==> src/rtl/pending_enc_pkg.sv <==
// Shared constants and FSM state encoding for the pending-request encoder.
// Round-robin selection is enabled by defining PENDING_ENC_ROUND_ROBIN_EN.
package pending_enc_pkg;

    localparam int ENC_WIDTH = 8;
    localparam int ENC_IDX_W = 3;

    typedef enum logic {
        IDLE  = 1'b0,
        DRAIN = 1'b1
    } state_t;

endpackage

==> src/rtl/prio_enc8_3.sv <==
// Combinational lowest-set-bit encoder with a found flag.
// Purely combinational: any rotation for round-robin is applied by the caller.
module prio_enc8_3
    import pending_enc_pkg::*;
#(
    parameter int WIDTH = ENC_WIDTH,
    parameter int IDX_W = ENC_IDX_W
) (
    input  logic [WIDTH-1:0] i_vec,
    output logic [IDX_W-1:0] o_idx,
    output logic             o_found
);

    // Scan from the top down so the lowest set bit is the last one written.
    always_comb begin
        o_idx   = '0;
        o_found = 1'b0;
        for (int i = WIDTH - 1; i >= 0; i--) begin
            if (i_vec[i]) begin
                o_idx   = IDX_W'(i);
                o_found = 1'b1;
            end
        end
    end

endmodule

==> src/rtl/pending_encoder8_3.sv <==
// Serialises a multi-hot request vector into one binary index per output handshake.
// Define PENDING_ENC_ROUND_ROBIN_EN for rotating selection starting at rr_ptr.
//
// state | meaning
// IDLE  | waiting for a request vector, in_ready=1
// DRAIN | emitting pending indices one per out_ready, in_ready=0
module pending_encoder8_3
    import pending_enc_pkg::*;
#(
    parameter int WIDTH = ENC_WIDTH,
    parameter int IDX_W = ENC_IDX_W
) (
    input  logic             clk,
    input  logic             reset,
    input  logic             in_valid,
    output logic             in_ready,
    input  logic [WIDTH-1:0] in_req,
    output logic             out_valid,
    input  logic             out_ready,
    output logic [IDX_W-1:0] out_idx,
    output logic             out_last,
    output logic             busy
);

    state_t           r_state;
    state_t           w_state_nxt;
    logic [WIDTH-1:0] r_pending;
    logic [WIDTH-1:0] w_pending_nxt;
    logic [WIDTH-1:0] w_enc_vec;
    logic [IDX_W-1:0] w_enc_idx;
    logic [IDX_W-1:0] w_sel_idx;
    logic             w_found;
    logic             w_single;
    logic             w_hs;

    assign w_single = ($countones(r_pending) == 1);
    assign w_hs     = (r_state == DRAIN) && out_ready;

`ifdef PENDING_ENC_ROUND_ROBIN_EN
    logic [IDX_W-1:0] r_rr_ptr;

    // Rotate so rr_ptr lands at bit 0; index arithmetic wraps since WIDTH == 2**IDX_W.
    always_comb begin
        w_enc_vec = '0;
        for (int i = 0; i < WIDTH; i++) begin
            w_enc_vec[i] = r_pending[IDX_W'(i) + r_rr_ptr];
        end
    end

    assign w_sel_idx = w_enc_idx + r_rr_ptr;

    always_ff @(posedge clk) begin
        if (reset) begin
            r_rr_ptr <= '0;
        end else if (w_hs) begin
            r_rr_ptr <= w_sel_idx + 1'b1;
        end
    end
`else
    assign w_enc_vec = r_pending;
    assign w_sel_idx = w_enc_idx;
`endif

    prio_enc8_3 #(
        .WIDTH (WIDTH),
        .IDX_W (IDX_W)
    ) u_prio_enc (
        .i_vec   (w_enc_vec),
        .o_idx   (w_enc_idx),
        .o_found (w_found)
    );

    always_ff @(posedge clk) begin
        if (reset) begin
            r_state   <= IDLE;
            r_pending <= '0;
        end else begin
            r_state   <= w_state_nxt;
            r_pending <= w_pending_nxt;
        end
    end

    // An all-zero vector is accepted and dropped without leaving IDLE.
    always_comb begin
        w_state_nxt   = r_state;
        w_pending_nxt = r_pending;
        case (r_state)
            IDLE: begin
                if (in_valid && (in_req != '0)) begin
                    w_pending_nxt = in_req;
                    w_state_nxt   = DRAIN;
                end
            end
            DRAIN: begin
                if (out_ready) begin
                    w_pending_nxt[w_sel_idx] = 1'b0;
                    if (w_single) begin
                        w_state_nxt = IDLE;
                    end
                end
            end
            default: begin
                w_state_nxt   = IDLE;
                w_pending_nxt = '0;
            end
        endcase
    end

    always_comb begin
        in_ready  = 1'b0;
        out_valid = 1'b0;
        out_idx   = '0;
        out_last  = 1'b0;
        busy      = (r_pending != '0);
        if (r_state == DRAIN) begin
            out_valid = 1'b1;
            out_idx   = w_sel_idx;
            out_last  = w_found && w_single;
        end else begin
            in_ready  = 1'b1;
        end
    end

endmodule

==> config.mk <==
export PLATFORM = sky130hd
export DESIGN_NAME = pending_encoder8_3
export DESIGN_NICKNAME = d
export VERILOG_FILES = /design/src/rtl/pending_enc_pkg.sv /design/src/rtl/prio_enc8_3.sv /design/src/rtl/pending_encoder8_3.sv
export SDC_FILE = /design/constraint.sdc
export NUM_CORES = 1
export LEC_CHECK = 0
export ABC_AREA = 1
export BUFFER_PORTS_ARGS = -buffer_cell sky130_fd_sc_hd__buf_2
export CORE_ASPECT_RATIO = 0.8
export CORE_MARGIN = 2
export CORE_UTILIZATION = 35
export CTS_CLUSTER_SIZE = 30
export DETAILED_ROUTE_END_ITERATION = 10
export SLEW_MARGIN = 10
export SYNTH_ARGS = -nofsm -noshare
export SYNTH_HDL_FRONTEND = slang
export SYNTH_SLANG_ARGS = --single-unit
==> constraint.sdc <==
create_clock -name clk -period 9.85 [get_ports clk]
set_clock_uncertainty 0.15 [all_clocks]
set_input_delay 1.4775 -clock clk [delete_from_list [all_inputs] [get_ports clk]]
set_output_delay 1.4775 -clock clk [all_outputs]
set_load 0.05 [all_outputs]
==> After elaboration in Yosys (flattened, before gate mapping) <==
Cells that the tools add are included.
{ "totals": {"inputBits": 12, "wordCells": 52, "out_inout_bits": 7, "reg_bits": 9} }
{ "op_classes": {"bitwise_logic": 3, "n_lt_le_gt_ge": 2, "n_reduce_logical": 6, "mux": 29, "add_sub_neg": 7, "eq_ne": 3} }
{ "ops": {"columns": ["op", "n"], "rows": [
  ["$mux 3", 9],
  ["$mux 8", 2],
  ["$pmux 8 s2", 1],
  ["$reduce_bool 8->1", 2],
  ["$mux 1", 15],
  ["$add 1x1->2", 4],
  ["$and 8x8->8", 1],
  ["$not 8->8", 1],
  ["$add 2x2->3", 2],
  ["$add 3x3->4", 1],
  ["$eq 4x1->1 const B", 1],
  ["$lt 3x4->1 const B", 1],
  ["$ne 2x2->1 const B", 2],
  ["$demux 1 s3", 1],
  ["$ge 3x1->1 const B", 1],
  ["$logic_and 1x1->1", 3],
  ["$pmux 1 s2", 1],
  ["$reduce_and 2->1", 1],
  ["$not 1->1", 1]
]} }

==> Depth between registers and ports, before layout <==
Gate-level depths: netlist of run 1.
{ "depth": {"word_depth": 16, "ltp_mapped": 14, "mapped_depth_nobuf": 14} }

==> Cells and area by module <==
From an unflattened synthesis of run 1, not the netlist that was laid out.
{ "unflattened": {"cells_unflattened": 145, "area_unflattened_um2": 869.6} }
{ "modules_own_cells": {"columns": ["module", "area_each_um2", "seq_area_each_um2", "n_inst", "cells_per_inst"], "rows": [
  ["pending_encoder8_3", 770.7, 180.2, 1, 123],
  ["prio_enc8_3", 98.8, 0.0, 1, 22]
]} }

==> Least setup slack after synthesis of run 1 <==
Ideal clock, no wire load.
{ "synth_path": {"kind": "register to output", "from": "reg r_pending[0]", "to": "out out_last", "t_required_ps": 8222, "path_slack_ps": 4321, "arrival_time_ps": 3902, "path_buffers": 0, "path_stages_with_launch": 14, "path_cell_list": "dfxtp_1 inv_2 fa_1 fa_1 fa_1 inv_1 ha_1 inv_1 fa_1 nor2_1 nand2_1 nand2_1 o2111ai_1 a211oi_1"} }
{ "synth_between": {"elab_chain_cells": 6, "elab_cells_between_ends": 7, "cone_classes": "add/sub: 3; eq/ne: 1; mux: 2; reduce/logical: 1"} }
{ "synth_rtl": {"columns": ["element", "line_no", "source"], "rows": [
  ["start: declaration", "pending_encoder8_3.sv:27", "logic [WIDTH-1:0] r_pending;"],
  ["start signal: assignment", "pending_encoder8_3.sv:79", "r_pending <= w_pending_nxt;"],
  ["$add 1x1->2 (implied by the code)", "pending_encoder8_3.sv:36", "assign w_single = ($countones(r_pending) == 1);"],
  ["$add 2x2->3 (implied by the code)", "pending_encoder8_3.sv:36", null],
  ["$add 3x3->4 (implied by the code)", "pending_encoder8_3.sv:36", null],
  ["$eq 4x1->1", "pending_encoder8_3.sv:36", null],
  ["$logic_and 1x1->1 (*)", "pending_encoder8_3.sv:118", "out_last = w_found && w_single;"],
  ["$mux 1 (*)", "pending_encoder8_3.sv:115", "if (r_state == DRAIN) begin"],
  ["end: declaration", "pending_encoder8_3.sv:21", "output logic out_last,"]
]} }
Mark *: on every way between the ends. The rest lies on a longest branch, timed or not.

==> Worst setup path after layout of run 1 <==
Ends and elaborated chain as after synthesis.

==> run_results.csv, run 1 <==
group,metric,value,unit
worst_setup_path,r2r_start,"r_pending[0]$_SDFFE_PP0P_",
yosys,synthFlopType,"dfxtp_1",
die,fp.dieW,58.3,µm
yosys,syn_area_per_cell,7.11,µm²
worst_setup_path,cp_max_fo,4,
sta,period_minus_slack,5.21,ns
sta,fin_crit_sh,52.9,%
worst_setup_path,crit_chain,"inv_2, fa_1, fa_1, fa_1, inv_1, ha_1, inv_1, fa_1, nor2_1, nand2_1, nand2_1, o2111ai_1, a211oi_1, buf_2",
clocking,clk_pin_slew,0.07,ns
route,drt_iter0_drc,18,
sta,setup_ws,4.64,ns
die,ios,19,
pwr,power,143,µW
final_layout,fin_cells,161,
worst_setup_path,reg2reg_setup_slack,6.50,ns
die,initial_core_util,37.5,%
clocking,clock-sinks,9,
die,rows,15,
yosys,ys_seq_area_share,21.9,%
worst_setup_path,cp-end-kind,"output port",
route,wl,1940,µm
global_routing,grt_first_pass_wirelength,3220,µm
yosys,ys_warn_count,0,
worst_setup_path,cp_slowest_cell,"fa_1",
die,chipHeight,47.4,µm
sta,finalSetupViolations,0,
sta,hold_viol_final,0,
sta,maxSlewViolCount,0,
worst_setup_path,start_kind,"register",
sta,worst_pin_slew,0.464,ns
worst_hold_path,hold_path_end,"r_pending[5]$_SDFFE_PP0P_",
sta,rsz0062_at_grt,"false",
worst_setup_path,cp_common_cell,"fa_1",
global_routing,grt_overflow,0,
job,drv_cap,0,
placement,routabilityCongestion,0.781,
yosys,ys_ff_latch,9,
clocking,cts_hold_buf,0,
placement,place_ws,4.91,ns
final_layout,drive_above_1_share,36.0,%
yosys,yosys.area.top_type,"dfxtp_1",
sta,fmax,192,MHz
clocking,ctsLongestPathBuffers,2,
outcome,status,"finished, final reports clean",
route,drtPass1Iterations,4,
clocking,htree_num_levels,1,
clocking,cts_buffers,3,
sta,hold_slack,0.351,ns
die,dieArea,2760,µm²
worst_setup_path,cpPeakStageDelay,0.55,ns
yosys,synth_edf_count,0,
route,wl_per_cell,12.0,µm
worst_setup_path,cp.arrival,3.59,ns
sta,tns,0,ns
route,detail-route-antenna-nets,0,
yosys,yosysTopAreaCellShare,21.9,%
yosys,synth_area,825,µm²
route,drc,0,
yosys,ys_types,24,
clocking,cts_tree,"built",
global_routing,track_usage,15.9,%
pwr,p_leak,0.458,nW
yosys,syn_inst,116,
clocking,cts_setup_buffers,0,
placement,place_inst,157,
clocking,clock-root-buffer,"clkbuf_4",
yosys,synth.area.top_cells,"dfxtp_1 22%, nand2_1 11%, fa_1 9.7%",
global_routing,grt_antenna_before_repair,0,
placement,hpwl,1640,µm
yosys,async_reset_ff_share,0,%
clocking,clock_latency,0.27,ns
global_routing,grt_pass1_vias,723,
placement,io_buffers,18,
die,core,2200,µm²
route,vias_per_cell,4.93,
worst_hold_path,min_path_type,"register to register",
route,via_count,793,
global_routing,grt_max_degree,11,
final_layout,syn2layout_area_growth,16.2,%
worst_setup_path,worstReg2RegEnd,"r_state$_SDFF_PP0_",
yosys,synth_most_common_cell,"nand2_1",
pwr,power.density,149,nW/µm²
worst_setup_path,cp.required,8.22,ns
worst_hold_path,hp-start,"r_pending[5]$_SDFFE_PP0P_",
worst_setup_path,ff2ff_path_depth,14,
clocking,ctsResizeCount,0,
final_layout,antenna-diode-count,0,
yosys,synth_commonest_cells,"24 x nand2_1, 15 x nand3_1, 14 x inv_1",
pwr,ir_drop,0.0883,mV
worst_hold_path,worstHoldPathCells,2,
yosys,syn_nets,136,
sta,maxSlewHeadroom,69.0,%
worst_setup_path,critPathKind,"register to output port",
final_layout,final_nets,157,
## worst max-delay path: cells and delay by family (launching register included)
kind	cells	cell delay (ns)
AO/OA/AOI/OAI	2	0.29
adder cells (fa/ha/maj)	5	1.92
buffers and inverters	4	0.50
flip-flops	1	0.39
AND/OR/NAND/NOR	3	0.21
## power breakdown
part,total [mW],switching [mW],internal (mW)
clock network,0.0309,0.0158,0.0151
registers,0.0442,0.00472,0.0395
logic,0.0675,0.0456,0.0218
## through the flow
step           util, %  instance area, µm²
2_1_floorplan        -                 825
3_3_place_gp      42.4                 931
3_5_place_dp      42.4                 931
4_1_cts           43.6                 958
5_1_grt           43.6                 958
6_report          43.6                 958
## worst max-delay path by stage
stage,startpoint,to,cells after the start
after global placement,r_pending[0]$_SDFFE_PP0P_,out_last,14
after floorplan,r_pending[0]$_SDFFE_PP0P_,out_last,13
after CTS,r_pending[0]$_SDFFE_PP0P_,out_last,14
after detailed placement,r_pending[0]$_SDFFE_PP0P_,out_last,14
final,r_pending[0]$_SDFFE_PP0P_,out_last,14
after global routing,r_pending[0]$_SDFFE_PP0P_,out_last,14
## logic make-up (layout without fill, tap and decap cells)
| kind of cell | Yosys count | count (layout) | synth area share (%) |
|---|---|---|---|
| AO/OA/AOI/OAI | 14 | 14 | 12.0 |
| adder cells (fa/ha/maj) | 8 | 8 | 15.8 |
| buffers and inverters | 24 | 44 | 11.8 |
| flip-flops | 9 | 9 | 21.9 |
| AND/OR/NAND/NOR | 61 | 61 | 38.5 |
## flip-flops by register name, indices dropped and copies added (netlist names)
register   flops
r_pending      8
r_state        1
## cell type report
class | count | area (µm²)
sequential | 9 | 180
tap | 25 | 31.3
clock buffer | 3 | 22.5
multi-input combinational | 83 | 547
inverter | 22 | 82.6
clock inverter | 1 | 5.00
fill | 233 | 1240
timing repair buffer | 18 | 90.1
## per-layer routing
layer | track usage, % | part of all wire [%] | vias up
li1 | - | - | 411
met1 | 22.1 | 51 | 357
met2 | 24.0 | 42 | 23
met3 | 4.86 | 6.1 | 2
met4 | 4.65 | 0.47 | 0
met5 | 0 | 0 | -
## placed cells by master (no fill, tap or decap)
cell type	Yosys	layout
ha_1	4	4
dfxtp_1	9	9
a211oi_1	1	1
nor2_1	7	7
nand4_4	1	1
nor2_4	1	1
o2111ai_1	1	1
nor4_1	1	1
fa_1	4	4
a21oi_2	6	6
o21ai_1	1	1
a21oi_1	3	3
nor2_2	5	5
nand2_1	24	24
nand3_2	1	1
o21ai_0	2	2
nand3_1	15	15
inv_1	14	14
nand2_2	3	3
nand2_4	2	2
nor3_1	1	1
buf_2	0	18
clkbuf_4	0	3
inv_2	8	8
clkinv_2	0	1
Power figures use the tool's default switching activity.
==> run 2, diff against run 1 <==
- ABC_AREA: 1 -> 0
- clock period: 9.85 -> 4.8 ns (I/O delays scaled with it)
==> run_results.csv, run 2 <==
group,metric,value,unit
sta,period_minus_slack,4.55,ns
yosys,syn_nets,112,
yosys,async_reset_ff_share,0,%
global_routing,grt_pass1_vias,679,
die,core,1930,µm²
yosys,synth.area.top_cells,"dfxtp_1 25%, fa_1 11%, inv_1 7.2%",
clocking,clock_latency,0.25,ns
worst_setup_path,r2r_start,"r_pending[1]$_SDFFE_PP0P_",
die,dieArea,2480,µm²
pwr,p_leak,0.395,nW
route,detail-route-antenna-nets,0,
global_routing,grt_max_degree,10,
sta,worst_pin_slew,0.610,ns
clocking,cts_buffers,3,
final_layout,fin_cells,136,
global_routing,grt_first_pass_wirelength,3260,µm
die,ios,19,
worst_setup_path,start_kind,"register",
yosys,yosys.area.top_type,"dfxtp_1",
yosys,synth_area,733,µm²
worst_hold_path,min_path_type,"register to register",
route,drc,0,
outcome,status,"finished, final reports clean",
die,rows,14,
yosys,synthFlopType,"dfxtp_1",
die,fp.dieW,55.2,µm
clocking,cts_setup_buffers,0,
route,wl_per_cell,14.0,µm
sta,hold_viol_final,0,
yosys,synth_commonest_cells,"14 x inv_1, 9 x dfxtp_1, 9 x nand2_1",
sta,hold_slack,0.378,ns
yosys,ys_types,29,
final_layout,largest_reg_flops,8,
worst_setup_path,critPathKind,"register to output port",
route,wl,1900,µm
final_layout,syn2layout_area_growth,20.3,%
placement,placed_area,852,µm²
worst_setup_path,cp.required,3.93,ns
global_routing,grt_overflow,0,
route,drtPass1Iterations,4,
sta,finalSetupViolations,0,
final_layout,top_register,"r_pending",
yosys,ys_seq_area_share,24.6,%
worst_setup_path,cp.arrival,3.68,ns
final_layout,final_common_cell,"buf_2",
yosys,synth_most_common_cell,"inv_1",
sta,maxSlewViolCount,0,
route,vias_per_cell,5.55,
yosys,ys_ff_latch,9,
final_layout,top_regs,"r_pending x8, r_state x1",
clocking,clock-sinks,9,
global_routing,track_usage,18.7,%
die,chipHeight,44.9,µm
route,via_count,755,
final_layout,antenna-diode-count,0,
sta,fmax,220,MHz
pwr,power.density,321,nW/µm²
clocking,ctsLongestPathBuffers,2,
pwr,ir_drop,0.194,mV
placement,io_buffers,18,
placement,place_inst,132,
clocking,clk_pin_slew,0.06,ns
clocking,cts_tree,"built",
global_routing,grt_antenna_before_repair,0,
worst_setup_path,cp-end-kind,"output port",
final_layout,layout_common_cells,"17 x buf_2, 14 x inv_1, 9 x nand2_1",
yosys,ys_warn_count,0,
final_layout,final_nets,133,
clocking,clock-root-buffer,"clkbuf_4",
yosys,syn_inst,92,
sta,maxSlewHeadroom,58.9,%
route,drt_iter0_drc,20,
sta,tns,0,ns
yosys,syn_area_per_cell,7.97,µm²
sta,rsz0062_at_grt,"false",
sta,fin_crit_sh,94.9,%
job,drv_cap,0,
clocking,htree_num_levels,1,
yosys,yosysTopAreaCellShare,24.6,%
worst_setup_path,startpoint,"r_pending[1]$_SDFFE_PP0P_",
worst_setup_path,cp_max_fo,6,
yosys,synth_edf_count,0,
final_layout,drive_above_1_share,24.1,%
worst_hold_path,hp-start,"r_pending[3]$_SDFFE_PP0P_",
placement,hpwl,1530,µm
clocking,cts_hold_buf,0,
final_layout,design_area,882,µm²
placement,routabilityCongestion,0.769,
die,initial_core_util,38.1,%
[run 2: changes by cell type in the layout (fill, tap and decap cells not counted), sizes merged, moves of 4 or more]
| cell | before | now |
|---|---|---|
| nand2 | 29 | 9 |
| nand3 | 16 | 4 |
| inv | 22 | 14 |
| nor2 | 13 | 5 |
| nor2b | 0 | 4 |
[run 2: logic make-up after synthesis]
logic type / share of synthesized area [%]
adder cells (fa/ha/maj): 17.7
AND/OR/NAND/NOR: 28.3
buffers and inverters: 8.19
flip-flops: 24.6
AO/OA/AOI/OAI: 19.8
multiplexers: 1.37
[run 2: routing by layer]
metal / vias to the layer above / GRT usage [%] / share of wire (%)
met5: - / 0 / 0
met2: 26 / 27.4 / 45
met4: 0 / 4.39 / 0.58
met3: 2 / 4.30 / 5.5
met1: 357 / 27.7 / 49
li1: 370 / - / -
[run 2: what timing repair did]
| action | 4_1_cts | 5_1_grt |
|---|---|---|
| endpoints found under the setup margin | 0 | 1 |
| gates resized for setup | 0 | 3 |
| endpoints found under the hold margin | 0 | 0 |
[run 2: final cells by class]
| cell class | count | area, µm² |
|---|---|---|
| Fill cell | 212 | 1040 |
| Sequential cell | 9 | 181 |
| Clock buffer | 4 | 26.3 |
| Multi-Input combinational cell | 67 | 499 |
| Timing Repair Buffer | 18 | 92.6 |
| Inverter | 14 | 52.6 |
| Tap cell | 24 | 30.0 |
[run 2: worst max-delay path, cell delays in order, from the launching register on]
cell	delay, ns
dfxtp_1	0.43
inv_1	0.11
fa_1	0.50
fa_1	0.52
fa_1	0.41
inv_1	0.06
ha_1	0.15
inv_1	0.05
fa_1	0.38
a211oi_1	0.24
mux2i_1	0.15
nor4_2	0.17
buf_4	0.24
[run 2: report_power, final]
part / total, mW / leakage, nW / internal [mW] / switching (mW)
clock network: 0.0576 / 0.0150 / 0.0320 / 0.0256
registers: 0.0926 / 0.0745 / 0.0819 / 0.0108
logic: 0.133 / 0.305 / 0.0446 / 0.0880
[run 2: stage by stage]
step / setup WS, ns / total power [mW] / util, %
floorplan: 0.285 / 0.192 / -
global placement: 0.551 / 0.223 / 44.2
detailed placement: 0.426 / 0.226 / 44.2
CTS: 0.146 / 0.283 / 45.6
global route: 0.0188 / 0.305 / 45.8
finish: 0.246 / 0.283 / 45.8
[run 2: final timing paths]
path / to / slack, ns / cells after the start
min reg2reg: r_pending[3]$_SDFFE_PP0P_ / 0.38 / 2
max: out_last / 0.25 / 12
max reg2reg: r_state$_SDFF_PP0_ / 1.24 / 12
min: r_pending[3]$_SDFFE_PP0P_ / 0.38 / 2
